==> src/rtl/eqv_sweep_pkg.sv <==
`default_nettype none
// ============================================================================
// eqv_sweep_pkg : shared types and defaults for the equivalence sweep block
// Revision 1.0 - initial release
// ============================================================================
package eqv_sweep_pkg;

  localparam int DEF_IN_W   = 12;
  localparam int DEF_OUT_W  = 4;
  localparam int DEF_SETTLE = 0;
  localparam int HOLD_W     = 4;
  localparam int FAIL_CNT_W = 16;

  typedef enum logic [1:0] {
    ST_IDLE = 2'd0,
    ST_RUN  = 2'd1,
    ST_DONE = 2'd2
  } sweep_state_e;

endpackage
`default_nettype wire

==> src/rtl/sweep_pattern_gen.sv <==
`default_nettype none
// ============================================================================
// sweep_pattern_gen : walks the input vector 0..all-ones, holding each value
//                     for SETTLE+1 cycles while advance is high.
// Revision 1.0 - initial release
// ============================================================================
module sweep_pattern_gen
  import eqv_sweep_pkg::*;
#(
  parameter int IN_W   = DEF_IN_W,
  parameter int SETTLE = DEF_SETTLE
) (
  input  logic            clk,
  input  logic            rst,
  input  logic            clear,
  input  logic            advance,
  output logic [IN_W-1:0] vec_out,
  output logic            sample,
  output logic            last_vec
);

  localparam logic [HOLD_W-1:0] HOLD_LAST = HOLD_W'(SETTLE);
  localparam logic [HOLD_W-1:0] HOLD_ONE  = HOLD_W'(1);
  localparam logic [IN_W-1:0]   VEC_ONE   = IN_W'(1);

  logic [IN_W-1:0]   vec_q;
  logic [IN_W-1:0]   vec_d;
  logic [HOLD_W-1:0] hold_q;
  logic [HOLD_W-1:0] hold_d;

  assign sample   = (hold_q == HOLD_LAST);
  assign last_vec = &vec_q;
  assign vec_out  = vec_q;

  // The final vector is never incremented, so a completed sweep rests on all-ones.
  always_comb begin
    vec_d  = vec_q;
    hold_d = hold_q;
    if (clear) begin
      vec_d  = '0;
      hold_d = '0;
    end else if (advance) begin
      if (sample) begin
        hold_d = '0;
        if (!last_vec) begin
          vec_d = vec_q + VEC_ONE;
        end
      end else begin
        hold_d = hold_q + HOLD_ONE;
      end
    end
  end

  always_ff @(posedge clk or posedge rst) begin
    if (rst) begin
      vec_q  <= '0;
      hold_q <= '0;
    end else begin
      vec_q  <= vec_d;
      hold_q <= hold_d;
    end
  end

endmodule
`default_nettype wire

==> src/rtl/eqv_sweep_ctrl.sv <==
`default_nettype none
// ============================================================================
// eqv_sweep_ctrl : exhaustive golden-vs-revised sweep with first-fail capture.
//                  Define MISMATCH_CNT_EN to add the saturating fail_cnt output.
// Revision 1.0 - initial release
// ============================================================================
module eqv_sweep_ctrl
  import eqv_sweep_pkg::*;
#(
  parameter int IN_W   = DEF_IN_W,
  parameter int OUT_W  = DEF_OUT_W,
  parameter int SETTLE = DEF_SETTLE
) (
  input  logic                  clk,
  input  logic                  rst,
  input  logic                  start,
  input  logic                  abort,
  input  logic                  stop_on_fail,
  output logic [IN_W-1:0]       vec_out,
  input  logic [OUT_W-1:0]      golden_in,
  input  logic [OUT_W-1:0]      revised_in,
  output logic                  busy,
  output logic                  done,
  output logic                  pass,
  output logic [IN_W-1:0]       fail_vec,
  output logic [OUT_W-1:0]      fail_diff,
`ifdef MISMATCH_CNT_EN
  output logic [FAIL_CNT_W-1:0] fail_cnt,
`endif
  output logic [IN_W:0]         vec_count
);

  localparam logic [IN_W:0] CNT_ONE = (IN_W+1)'(1);

  sweep_state_e     state_q;
  sweep_state_e     state_d;
  logic             stop_q;
  logic             stop_d;
  logic             seen_q;
  logic             seen_d;
  logic             pass_q;
  logic             pass_d;
  logic [IN_W-1:0]  fail_vec_q;
  logic [IN_W-1:0]  fail_vec_d;
  logic [OUT_W-1:0] fail_diff_q;
  logic [OUT_W-1:0] fail_diff_d;
  logic [IN_W:0]    count_q;
  logic [IN_W:0]    count_d;

  logic [OUT_W-1:0] diff;
  logic             mismatch;
  logic             launch;
  logic             advance;
  logic             sample;
  logic             last_vec;

  assign diff     = golden_in ^ revised_in;
  assign mismatch = |diff;
  assign launch   = start && (state_q != ST_RUN);
  // Stepping is withheld on abort and on a stopping mismatch so vec_out freezes.
  assign advance  = (state_q == ST_RUN) && !abort && !(sample && mismatch && stop_q);

  sweep_pattern_gen #(
    .IN_W   (IN_W),
    .SETTLE (SETTLE)
  ) u_pattern (
    .clk      (clk),
    .rst      (rst),
    .clear    (launch),
    .advance  (advance),
    .vec_out  (vec_out),
    .sample   (sample),
    .last_vec (last_vec)
  );

`ifdef MISMATCH_CNT_EN
  logic [FAIL_CNT_W-1:0] fail_cnt_q;
  logic [FAIL_CNT_W-1:0] fail_cnt_d;
  localparam logic [FAIL_CNT_W-1:0] FCNT_ONE = FAIL_CNT_W'(1);

  always_comb begin
    fail_cnt_d = fail_cnt_q;
    if (launch) begin
      fail_cnt_d = '0;
    end else if ((state_q == ST_RUN) && !abort && sample && mismatch && (fail_cnt_q != '1)) begin
      fail_cnt_d = fail_cnt_q + FCNT_ONE;
    end
  end

  always_ff @(posedge clk or posedge rst) begin
    if (rst) begin
      fail_cnt_q <= '0;
    end else begin
      fail_cnt_q <= fail_cnt_d;
    end
  end

  assign fail_cnt = fail_cnt_q;
`endif

  always_comb begin
    state_d     = state_q;
    stop_d      = stop_q;
    seen_d      = seen_q;
    pass_d      = pass_q;
    fail_vec_d  = fail_vec_q;
    fail_diff_d = fail_diff_q;
    count_d     = count_q;
    case (state_q)
      ST_IDLE, ST_DONE: begin
        if (start) begin
          state_d     = ST_RUN;
          stop_d      = stop_on_fail;
          seen_d      = 1'b0;
          pass_d      = 1'b0;
          fail_vec_d  = '0;
          fail_diff_d = '0;
          count_d     = '0;
        end
      end
      ST_RUN: begin
        // Abort wins over a coinciding sample; the sample is simply dropped.
        if (abort) begin
          state_d = ST_IDLE;
          pass_d  = 1'b0;
        end else if (sample) begin
          count_d = count_q + CNT_ONE;
          if (mismatch && !seen_q) begin
            seen_d      = 1'b1;
            fail_vec_d  = vec_out;
            fail_diff_d = diff;
          end
          if (mismatch && stop_q) begin
            state_d = ST_DONE;
            pass_d  = 1'b0;
          end else if (last_vec) begin
            state_d = ST_DONE;
            pass_d  = !(seen_q || mismatch);
          end
        end
      end
      default: begin
        state_d = ST_IDLE;
      end
    endcase
  end

  always_ff @(posedge clk or posedge rst) begin
    if (rst) begin
      state_q     <= ST_IDLE;
      stop_q      <= 1'b0;
      seen_q      <= 1'b0;
      pass_q      <= 1'b0;
      fail_vec_q  <= '0;
      fail_diff_q <= '0;
      count_q     <= '0;
    end else begin
      state_q     <= state_d;
      stop_q      <= stop_d;
      seen_q      <= seen_d;
      pass_q      <= pass_d;
      fail_vec_q  <= fail_vec_d;
      fail_diff_q <= fail_diff_d;
      count_q     <= count_d;
    end
  end

  assign busy      = (state_q == ST_RUN);
  assign done      = (state_q == ST_DONE);
  assign pass      = pass_q;
  assign fail_vec  = fail_vec_q;
  assign fail_diff = fail_diff_q;
  assign vec_count = count_q;

endmodule
`default_nettype wire
==> config.mk <==
export PLATFORM = sky130hd
export DESIGN_NAME = eqv_sweep_ctrl
export DESIGN_NICKNAME = d
export VERILOG_FILES = /design/src/rtl/eqv_sweep_pkg.sv /design/src/rtl/sweep_pattern_gen.sv /design/src/rtl/eqv_sweep_ctrl.sv
export SDC_FILE = /design/constraint.sdc
export NUM_CORES = 1
export LEC_CHECK = 0
export CORE_MARGIN = 2
export CORE_UTILIZATION = 46
export DETAILED_ROUTE_END_ITERATION = 6
export DONT_BUFFER_PORTS = 1
export GPL_ROUTABILITY_DRIVEN = 0
export GPL_TIMING_DRIVEN = 0
export SYNTH_ARGS = -nofsm -noshare
export SYNTH_HDL_FRONTEND = slang
export SYNTH_SLANG_ARGS = --single-unit
==> constraint.sdc <==
create_clock -name clk -period 2.3 [get_ports clk]
set_input_delay 0.23 -clock clk [delete_from_list [all_inputs] [get_ports clk]]
set_output_delay 0.23 -clock clk [all_outputs]
set_load 0.005 [all_outputs]
== Yosys cells after proc, flatten, opt, wreduce, memory -nomap -nowiden ==
Index checks and enable logic that the tools add are counted.

* Bits in registers: 50
* Latch bits: 0
* RAM bits: 0
* Bits in read-only memories: 0
* Input port bits: 13
* Output and inout bits: 44
* Logic and storage cells: 86
* Memories kept: 0

* $add $sub $neg: 3
* Multiply operators: 0
* Divide/modulo/power cells: 0
* $lt $le $gt $ge: 0
* Equality and inequality tests: 10
* Shift operators: 0
* Muxes and demuxes: 37
* Bitwise logic cells: 1
* Reduce and logical (&&, ||, !) cells: 26

{| class="wikitable"
|+ Operators with widths
! cell !! count
|-
| 12-bit 2-to-1 mux || 8
|-
| 13-bit 2-to-1 mux || 3
|-
| 4-bit 2-to-1 mux || 7
|-
| 13-bit case mux with 2 select lines || 1
|-
| 12-bit case mux with 2 select lines || 1
|-
| 13-bit by 1-bit adder with 13-bit output, second input constant || 1
|-
| 12-bit by 1-bit adder with 12-bit output, second input constant || 1
|-
| 12-bit AND reduction || 1
|-
| 2-bit 2-to-1 mux || 5
|-
| 1-bit 2-to-1 mux || 8
|-
| 4-bit case mux with 2 select lines || 1
|-
| 4-bit AND reduction || 2
|-
| 1-bit logical AND || 7
|-
| 2-bit by 1-bit != test with 1-bit output, second input constant || 3
|-
| 2-bit != test, second input constant || 3
|-
| 3-bit AND reduction || 2
|-
| 2-bit nonzero test || 3
|-
| 5-bit AND reduction || 1
|-
| 4-bit by 1-bit adder with 4-bit output, second input constant || 1
|-
| 1-bit zero test || 4
|-
| 4-bit zero test || 1
|-
| 4-bit by 2-bit != test with 1-bit output, second input constant || 1
|-
| 1-bit case mux with 2 select lines || 2
|-
| 2-bit case mux with 2 select lines || 1
|-
| 9 further kinds || 9
|}

== Longest topological paths before layout ==
* Depth in word-level cells: 9
* Depth in mapped cells: 8
* Mapped depth without buffers: 7

== Hierarchy ==
A second synthesis with hierarchy kept.

* Cells, all modules: 263
* Area total of the unflattened synthesis: 2623.8 um^2

{| class="wikitable"
|+ By module, submodules not included
! module !! instances !! cells an instance !! area each (um^2) !! seq. area each (um^2)
|-
| eqv_sweep_ctrl || 1 || 172 || 1726.7 || 850.8
|-
| sweep_pattern_gen || 1 || 91 || 897.1 || 400.4
|}

== Worst setup path before layout ==
No wires, ideal clock.

* Path kind: register to register
* Start point: reg u_pattern.hold_q[0]
* End point: reg u_pattern.vec_q[6] (netlist: u_pattern.vec_out[6])
* Setup time: 126 ps
* Arrival time: 1836 ps
* Required time: 2174 ps
* Slack: 338 ps
* Stages on the path, launching flop included: 8
* Buffers on the path: 1
* Clock period less this slack: 1962 ps
* Cells stage by stage: dfrtp_1 > inv_1 > ha_1 > or3b_1 > nor2_1 > nand3_1 > buf_2 > a311o_1

* Longest elaborated chain between the ends: 7
* Elaborated cells between the ends (all ways): 8
* Classes of those cells: reduce/logical: 8

{| class="wikitable"
|+ Ends and longest elaborated chain
! what !! line !! source
|-
| start: declaration || sweep_pattern_gen.sv:28 || <nowiki>logic [HOLD_W-1:0] hold_q;</nowiki>
|-
| start signal: assignment || sweep_pattern_gen.sv:60 || <nowiki>hold_q <= hold_d;</nowiki>
|-
| 4-bit zero test (*) || sweep_pattern_gen.sv:31 || <nowiki>assign sample = (hold_q == HOLD_LAST);</nowiki>
|-
| 1-bit logical AND (2 in a row) || eqv_sweep_ctrl.sv:61 || <nowiki>assign advance = (state_q == ST_RUN) && !abort && !(sample && mismatch && stop_q);</nowiki>
|-
| 1-bit zero test || eqv_sweep_ctrl.sv:61 ||
|-
| 1-bit logical AND || eqv_sweep_ctrl.sv:61 ||
|-
| 2-bit nonzero test (no line) || n/a ||
|-
| 3-bit AND reduction (no line) (*) || n/a ||
|-
| end signal: assignment || sweep_pattern_gen.sv:59 || <nowiki>vec_q <= vec_d;</nowiki>
|-
| end: declaration || sweep_pattern_gen.sv:26 || <nowiki>logic [IN_W-1:0] vec_q;</nowiki>
|}

Mark *: on every way between the ends. The rest lies on a longest branch, timed or not.
A chain may end at the register's enable or synchronous reset.

== Worst setup path after layout ==
Same ends and word-level chain as after synthesis.

==> run summary <==
Syn Inst Count - 258
Setup crit end - u_pattern.vec_out[6]
Worst min-delay path category - in2reg
Yosys warnings - 0
Max FO, Critical Path - 10
FMAX - 458 MHz
Setup Skew - 8.37 ps
Hold WS - 46.7 ps
Critical Path End Type - flop
IO buf count - 0
Final WL - 5.41 mm
RR Endpoint - u_pattern.vec_out[6]
Total congestion overflow - 0
Switching Fraction - 0.305
Post-Route Utilization - 0.524
Nets - 285
Min Tclk post-route - 2180 ps
Clk sinks - 50
IO Pins - 57
NetSw - 604 uW
Power per cell area - 741 nW/um^2
Vias - 1898
Commonest non-fill, non-tap cell in the layout - dfrtp_1
Total power - 1980 uW
Family with the most delay on the worst path - simple AND/OR/NAND/NOR gates
Reg2reg path depth - 7
Synth Cell Area - 2420 sq um
Site Rows - 26
DP Cell Count - 329
Worst-Margin Slew - 702 ps
Clk pwr share - 0.321
Crit path DAT - 2370 ps
Lkg Pwr - 0.00122 uW
Status - finished clean
Critical path type - reg2reg
Tot GR Track Use - 0.195
Clock Latency Late Sink - 300 ps
Die area - 5870 sq um
Post-Syn Nets - 275
Sequential Power Share - 0.523
Sequential area share after synthesis - 0.516
Final ANT Viol Nets - 0
Crit path largest cell delay - 440 ps
Fillers - 496
Post-synthesis cell type count - 38
Clock-pin slew on the worst setup and hold paths - 100 ps
Number of synthesized register bits - 50
Top cell type's share of synthesized area - 0.516
Die W - 76.6 um
Commonest non-fill, non-tap cells in the layout - dfrtp_1, nand2_1, nand3_1, nor2_1, o21ai_0
First DRT Iteration DRCs - 101
Antenna violations before repair - 0
CP Launch Type - flop
Die Y - 76.6 um
Vias in the first global route - 1822
Remaining DRCs - 0
Combinational power share - 0.156
Core Box Area - 5110 sq um
Antenna Cells - 0
Synth top area cells - dfrtp_1, nand2_1, nand3_1
Non-Filler Instances - 339
Area leader, netlist - dfrtp_1
H-tree levels - 2
Final hold vios - 0
Share of cells above drive strength 1 - 0.0781
Area growth syn-to-layout - 10.3%
Critical path cell sequence - inv_1 > ha_1 > or3b_1 > nor2_2 > nand3_2 > buf_2 > a311o_1
Largest net degree at the start of global routing - 30
P_int - 1380 uW
R2r startpoint - u_pattern.hold_q[0]
Max VDD drop - 0.316 mV
Syn avg cell area - 9.40 sq um
Buf+Inv Stages, Crit Path - 2
Max Cap Violations - 0
WL/cell - 16.0 um
CTS tree - done
Setup Viol. Count Final - 0
Slew Viols, Final - 0
Dpl hpwl - 3.83 mm
Worst Path Required - 2490 ps
Crit path depth - 7
CP max-delay cell - dfrtp_1
Reg2Reg Setup Slack - 120 ps
First-pass GRT wire length - 9.16 mm
TritonCTS buffer count - 5
Initial core utilization - 0.475
First-pass DRT Iterations - 4
Max_slew headroom - 0.530
Crit path from - u_pattern.hold_q[0]
Tcrit/Tclk final - 0.950
Clk root buf - clkbuf_8
Vias per inst - 5.60
CTS Buffer Depth - 2
==> cell usage after synthesis (all sizes together) <==
library cell and number:
nand2 46, a41o 1, xnor2 13, o211ai 3, mux2 2, a21oi 7
nand3 27, o21ai 14, a31o 1, o311ai 1, and4 3, nor2 18
nor3 10, or3b 2, nor3b 4, inv 10, a221o 1, dfrtp 50
a311o 1, mux2i 3, buf 3, o22ai 1, nand3b 1, a21o 3
o31ai 3, ha 4, and2b 2, or3 5, nand2b 1, nand4 7
or2b 1, and2 1, xor2 2, clkbuf 4, or4 3
==> power by group through the flow <==
stage               sequential, uW  clock, uW  combinational (uW)
floorplan                     1030          0                 230
global placement              1050          0                 297
detailed placement            1050          0                 307
CTS                           1040        653                 312
global route                  1050        693                 354
finish                        1040        636                 309
==> per-stage QoR <==
stage                     instance area (sq um)  setup WS (ps)  TNS, ps
after floorplan                            2420            338        0
after global placement                     2510           14.2        0
after detailed placement                   2530           5.47        0
after CTS                                  2670           64.6        0
after global routing                       2680         -0.705   -0.705
final                                      2680            116        0
==> layout make-up <==
type                            count  area (sq um)  area share
Multi-Input combinational cell    191          1120       0.419
Buffer                              7          28.8      0.0108
Sequential cell                    50          1250       0.468
Timing Repair Buffer                3          37.5      0.0140
Clock inverter                      3          43.8      0.0164
Clock buffer                        5          68.8      0.0257
Tap cell                           70          87.6      0.0327
Inverter                           10          37.5      0.0140
==> kinds of logic (layout without fill, tap and decap cells) <==
| logic type | Yosys count | count (layout) | synth area share |
|---|---|---|---|
| AND/OR/NAND/NOR | 131 | 131 | 0.267 |
| flip-flops | 50 | 50 | 0.516 |
| AO/OA/AOI/OAI | 36 | 36 | 0.0934 |
| buffers and inverters | 17 | 28 | 0.0273 |
| XOR/XNOR | 15 | 15 | 0.0542 |
| multiplexers | 5 | 5 | 0.0217 |
| adder cells (fa/ha/maj) | 4 | 4 | 0.0206 |
==> worst reg2reg max path, stage by stage (launching register included) <==
cell and delay, ps:
dfrtp_1 440, inv_1 80, ha_1 150, or3b_1 430, nor2_2 200, nand3_2 180
buf_2 240, a311o_1 360
==> flip-flops by register name, summed over array words and instances, names as in the netlist <==
register	flops
fail_vec	12
pass	1
u_pattern.hold_q	4
stop_q	1
u_pattern.vec_out	12
fail_diff	4
vec_count	13
state_q	2
seen_q	1
==> timing repair <==
action,4_1_cts,5_1_grt
setup buffers,0,1
resized for setup,2,1
endpoints found under the setup margin,11,11
pin swaps,0,1
hold endpoints to repair,21,0
hold buffers,1,0
==> layer usage <==
metal  vias up  track usage  routed length, um
met1       904        0.284               2690
met4         0       0.0636                 78
met5         -            0                  0
li1        925            -                  -
met3        10       0.0616                337
met2        59        0.273               2310
==> how the worst min path moves through the flow <==
stage,startpoint,depth (start not counted),slack (ps),endpoint
final,stop_on_fail,2,50,stop_q
after global routing,stop_on_fail,2,50,stop_q
after CTS,stop_on_fail,2,40,stop_q
after detailed placement,rst,1,170,fail_diff[3]
after global placement,stop_on_fail,2,350,stop_q
after floorplan,stop_on_fail,2,350,stop_q
No activity file was read; power rests on OpenSTA's default activity.
==> edit 1: new RTL, same settings <==
Encoding of `sweep_state_e`: now one-hot (3 bits for 3 states).
--- a/src/rtl/eqv_sweep_pkg.sv
+++ b/src/rtl/eqv_sweep_pkg.sv
@@ -11,10 +11,10 @@
   localparam int HOLD_W     = 4;
   localparam int FAIL_CNT_W = 16;
 
-  typedef enum logic [1:0] {
-    ST_IDLE = 2'd0,
-    ST_RUN  = 2'd1,
-    ST_DONE = 2'd2
+  typedef enum logic [2:0] {
+    ST_IDLE = 3'b001,
+    ST_RUN  = 3'b010,
+    ST_DONE = 3'b100
   } sweep_state_e;
 
 endpackage
Behaviour: same outputs for any inputs over 4 cycles, from zero or initial values and one cycle with rst high; so few cycles prove little.
==> edit 1 against the unedited design <==
Highest routed layer unchanged; sequential cell count grew 1; cell area grew 7.5%; largest cell class unchanged; synthesized area grew 4.6%; core utilization grew 0.82 points; power grew 13%; largest power group unchanged; via count shrank 3.4%; setup slack lost 0.029 ns; wire length grew 0.52%; critical path type unchanged; global-route usage shrank 0.88 points.
==> edit 1: results (changes against the unedited design) <==
| Metric | Value |
|---|---|
| WL per Instance | `16.8 um (was 16.0 um)` |
| Mean area per synthesized cell | `10.7 um2 (was 9.40 um2)` |
| Crit-path slowest cell | `or4_1 (was dfrtp_1)` |
| Nets | `268 (was 285)` |
| Rel. slew slack | `51.8% (was 53.0%)` |
| Maximum vdd drop | `0.427 mV (was 0.316 mV)` |
| Outcome | `complete, no violations (unchanged)` |
| Met2 Usage GRT | `29.1% (was 27.3%)` |
| Dominant cells by area after synthesis | `dfrtp_1 49%, a22o_1 4.1%, xor2_1 4.1% (was dfrtp_1 52%, nand2_1 7.1%, nand3_1 5.6%)` |
| Detailed Route Iter0 Violations | `81 (was 101)` |
| WP data arrival | `2.44 ns (was 2.37 ns)` |
| First-pass GRT wire length | `9020 um (was 9160 um)` |
| Post-synth cell types | `52 (was 38)` |
| Fill cells | `492 (was 496)` |
| Clock skew | `0.00745 ns (was 0.00837 ns)` |
| Max FFs per register | `13 (unchanged)` |
| Final wirelength | `5440 um (was 5410 um)` |
| CP Max Fanout | `9 (was 10)` |
| GR Layer Usage met3 | `5.40% (was 6.16%)` |
| Dpl hpwl | `3860 um (was 3830 um)` |
| Post-Syn Nets | `254 (was 275)` |
| Placed cell count | `310 (was 329)` |
| Total vias in the final route | `1833 (was 1898)` |
| Static leakage | `1.26 nW (was 1.22 nW)` |
| Share of cells above drive strength 1 | `15.1% (was 7.81%)` |
| GRT met1 Usage | `25.5% (was 28.4%)` |
| Gr usage total | `18.6% (was 19.5%)` |
| Register area share after synthesis | `50.4% (was 51.6%)` |
| Slowest Stage Delay on Critical Path | `0.47 ns (was 0.44 ns)` |
edit 1: changes by cell type in the layout (fill, tap and decap cells not counted), sizes merged, moves of 6 or more:
cell	before	now
a22o	0	12
nand2	46	18
nand3	27	8
nor2	18	24
nor3	10	3
o21ai	14	8
xor2	2	12
edit 1: kinds of logic (layout without fill, tap and decap cells):
group / count (synthesis) / in the layout / synth area share [%]
compound gates: 58 / 58 / 16.6
xor+xnor: 20 / 20 / 6.91
fa+ha+maj: 4 / 4 / 1.97
buf+inv: 16 / 31 / 4.29
flops: 51 / 51 / 50.4
mux: 2 / 2 / 0.839
simple gates: 86 / 86 / 19.0
edit 1: worst paths after layout:
path,from,end,slack [ns],depth (start not counted)
hold / removal,start,state_q[2],0.03,1
setup reg to reg,state_q[0],u_pattern.vec_out[11],0.09,7
max in group asynchronous,rst,state_q[0],1.35,3
min in group asynchronous,rst,vec_count[11],0.37,2
hold reg to reg,fail_vec[2],fail_vec[2],0.53,1
setup / recovery,state_q[0],u_pattern.vec_out[11],0.09,7
edit 1: cell type report:
| class | instances | share of cell area (%) |
|---|---|---|
| Sequential cell | 51 | 44.5 |
| Multi-Input combinational cell | 170 | 41.5 |
| Buffer | 10 | 3.18 |
| Tap cell | 72 | 3.13 |
| Clock buffer | 6 | 2.52 |
| Timing Repair Buffer | 7 | 2.35 |
| Clock inverter | 2 | 2.09 |
| Inverter | 6 | 0.783 |
edit 1: per-stage QoR:
step                hold WS, ns  instance area, um2  total power [W]  setup slack (ns)
global route             0.0291                2880          0.00235           -0.0127
CTS                      0.0179                2820          0.00225           -0.0124
floorplan                 0.340                2540          0.00136             0.124
detailed placement        0.130                2650          0.00149            -0.171
finish                   0.0253                2880          0.00224            0.0870
global placement          0.346                2630          0.00147            -0.180
edit 1: metal layers:
metal	part of all wire (%)	wire, um
met5	0	0
met4	1.5	79
met3	4.9	269
met2	47	2530
met1	47	2560
edit 1: worst max-delay path: cells and delay by family (launching register included):
kind	cells	cell delay (ns)
buffers and inverters	2	0.31
flip-flops	1	0.38
AO/OA/AOI/OAI	1	0.14
AND/OR/NAND/NOR	4	1.32
edit 1: power breakdown:
| group | internal (W) | switching, W | total (W) |
|---|---|---|---|
| Clock | 0.000435 | 0.000298 | 0.000733 |
| Sequential | 0.000967 | 0.0000669 | 0.00103 |
| Combinational | 0.000173 | 0.000297 | 0.000470 |
edit 1: timing repair:
action / 4_1_cts / 5_1_grt
resized for setup: 4 / 12
hold buffers: 1 / 0
pin swaps: 1 / 0
setup endpoints to repair: 20 / 27
endpoints found under the hold margin: 17 / 0
setup buffers: 2 / 3
==> edit 2: new RTL, same flow settings <==
Made on the original files. Build with the macro `MISMATCH_CNT_EN` defined.
--- a/src/rtl/eqv_sweep_ctrl.sv
+++ b/src/rtl/eqv_sweep_ctrl.sv
@@ -4,6 +4,8 @@
 //                  Define MISMATCH_CNT_EN to add the saturating fail_cnt output.
 // Revision 1.0 - initial release
 // ============================================================================
+`define MISMATCH_CNT_EN
+
 module eqv_sweep_ctrl
   import eqv_sweep_pkg::*;
 #(
Check against the original RTL (old outputs only; new: fail_cnt): equivalent (equiv_simple and equiv_induct, registers matched by name and starting in step).
==> edit 2 against the unedited design <==
Sequential cell count grew 16; sequential power increased by 31%; wire length grew 51%; synthesized area increased by 41%; setup slack worse by 0.037 ns; first-iteration DRC count grew 40%; hold slack got worse by 0.036 ns; cell area up 47%; power is 44% higher; critical path type unchanged; critical endpoint is now fail_cnt[15].
==> edit 2: results (changes against the unedited design) <==
| Metric | Value |
|---|---|
| Outcome | `complete, no violations (unchanged)` |
| Top cells by count, synth | `66 x dfrtp_1, 47 x nand2_1, 31 x o21ai_0, 25 x nor2_1, 24 x nand3_1 (was 50 x dfrtp_1, 46 x nand2_1, 27 x nand3_1, 18 x nor2_1, 14 x o21ai_0)` |
| Register area share after synthesis | `48.4% (was 51.6%)` |
| Clock slew seen by the registers of the worst setup and hold paths | `0.08 ns (was 0.10 ns)` |
| Number of global-route vias before repair | `2657 (was 1822)` |
| CTS buffer count | `9 (was 5)` |
| Post-Syn Nets | `378 (was 275)` |
| Fill cells | `694 (was 496)` |
| Clock skew | `0.0156 ns (was 0.00837 ns)` |
| Dpl hpwl | `5520 um (was 3830 um)` |
| Largest net degree at the start of global routing | `67 (was 30)` |
| First-pass GRT wire length | `13500 um (was 9160 um)` |
| Detailed Route Iter0 Violations | `141 (was 101)` |
| Nets | `403 (was 285)` |
| Reg2reg start | `u_pattern.hold_q[1] (was u_pattern.hold_q[0])` |
| Final wirelength | `8180 um (was 5410 um)` |
| WP data arrival | `2.50 ns (was 2.37 ns)` |
| H-tree levels | `3 (was 2)` |
| R2r worst-path depth | `9 (was 7)` |
| Share of cells above drive strength 1 | `13.6% (was 7.81%)` |
| Worst reg2reg setup slack | `0.08 ns (was 0.12 ns)` |
| Primary FF master, synth | `dfrtp_1 (unchanged)` |
| CP endpoint | `fail_cnt[15] (was u_pattern.vec_out[6])` |
| Dominant cells by area after synthesis | `dfrtp_1 48%, nand2_1 5.2%, o21ai_0 4.5% (was dfrtp_1 52%, nand2_1 7.1%, nand3_1 5.6%)` |
| Skew-Pair Late Insertion Delay | `0.35 ns (was 0.30 ns)` |
| Max Buffers Root-to-Sink | `2 (unchanged)` |
| Max FFs per register | `16 (was 13)` |
| Rel. slew slack | `24.5% (was 53.0%)` |
| Maximum vdd drop | `0.282 mV (was 0.316 mV)` |
| Slowest Stage Delay on Critical Path | `0.41 ns (was 0.44 ns)` |
| CP Max Fanout | `6 (was 10)` |
| Static leakage | `1.61 nW (was 1.22 nW)` |
| Total vias in the final route | `2829 (was 1898)` |
| Gr usage total | `20.5% (was 19.5%)` |
edit 2: cell types whose count changed in the layout (fill, tap and decap cells not counted), sizes merged, moves of 5 or more:
cell | before | now
o21ai | 14 | 31
dfrtp | 50 | 66
xor2 | 2 | 15
nand4 | 7 | 17
buf | 5 | 14
clkbuf | 9 | 18
nor4 | 0 | 8
nor2 | 18 | 25
a21oi | 7 | 13
inv | 11 | 16
o41ai | 0 | 5
edit 2: worst min path at each step:
stage	cells after the start	slack [ns]	end
after CTS	2	0.007	stop_q
after global placement	1	0.36	state_q[1]
final	2	0.01	stop_q
after floorplan	2	0.34	stop_q
after detailed placement	1	0.34	vec_count[10]
after global routing	2	0.03	stop_q
edit 2: cells by family after synthesis:
family          after synthesis  synth area share (%)
simple gates                164                  25.6
compound gates               71                  13.6
flops                        66                  48.4
xor+xnor                     27                  6.93
buf+inv                      25                  3.01
fa+ha+maj                     5                  1.83
mux                           2                 0.624
edit 2: area by class of cell:
cell class,count,area share [%]
Sequential cell,66,42.0
Tap cell,99,3.15
Multi-Input combinational cell,269,44.1
Inverter,14,1.40
Buffer,11,1.30
Timing Repair Buffer,14,2.93
Clock inverter,7,1.97
Clock buffer,9,3.15
edit 2: timing repair:
| action | CTS | global route |
|---|---|---|
| hold buffers | 2 | 0 |
| hold endpoints to repair | 67 | 0 |
| setup endpoints to repair | 22 | 24 |
| buffers inserted | 5 | 6 |
| cloned | 0 | 1 |
| pin swaps | 2 | 5 |
| resized for setup | 6 | 11 |
edit 2: per-stage QoR:
stage	setup TNS (ns)	instance area (um2)	hold slack [ns]	setup WS, ns	cells
6_report	0	3940	0.0103	0.0788	489
4_1_cts	0	3830	0.00712	0.0109	482
2_1_floorplan	0	3410	0.335	0.167	360
3_5_place_dp	-5.97	3540	0.336	-0.461	459
5_1_grt	-0.106	3940	0.0323	-0.0362	489
3_3_place_gp	-30.30	3530	0.356	-0.391	459
edit 2: power by group:
| group | total [W] | switching [W] | internal [W] |
|---|---|---|---|
| sequential | 0.00136 | 0.000109 | 0.00125 |
| clock | 0.00102 | 0.000509 | 0.000508 |
| combinational | 0.000473 | 0.000307 | 0.000166 |
| total | 0.00284 | 0.000925 | 0.00192 |
edit 2: metal layers:
| layer | vias up | global-route usage (%) | part of all wire (%) |
|---|---|---|---|
| met4 | 0 | 7.69 | 1.1 |
| met5 | - | 0 | 0 |
| li1 | 1366 | - | - |
| met3 | 6 | 5.11 | 5.7 |
| met2 | 79 | 33.3 | 48 |
| met1 | 1378 | 26.6 | 45 |
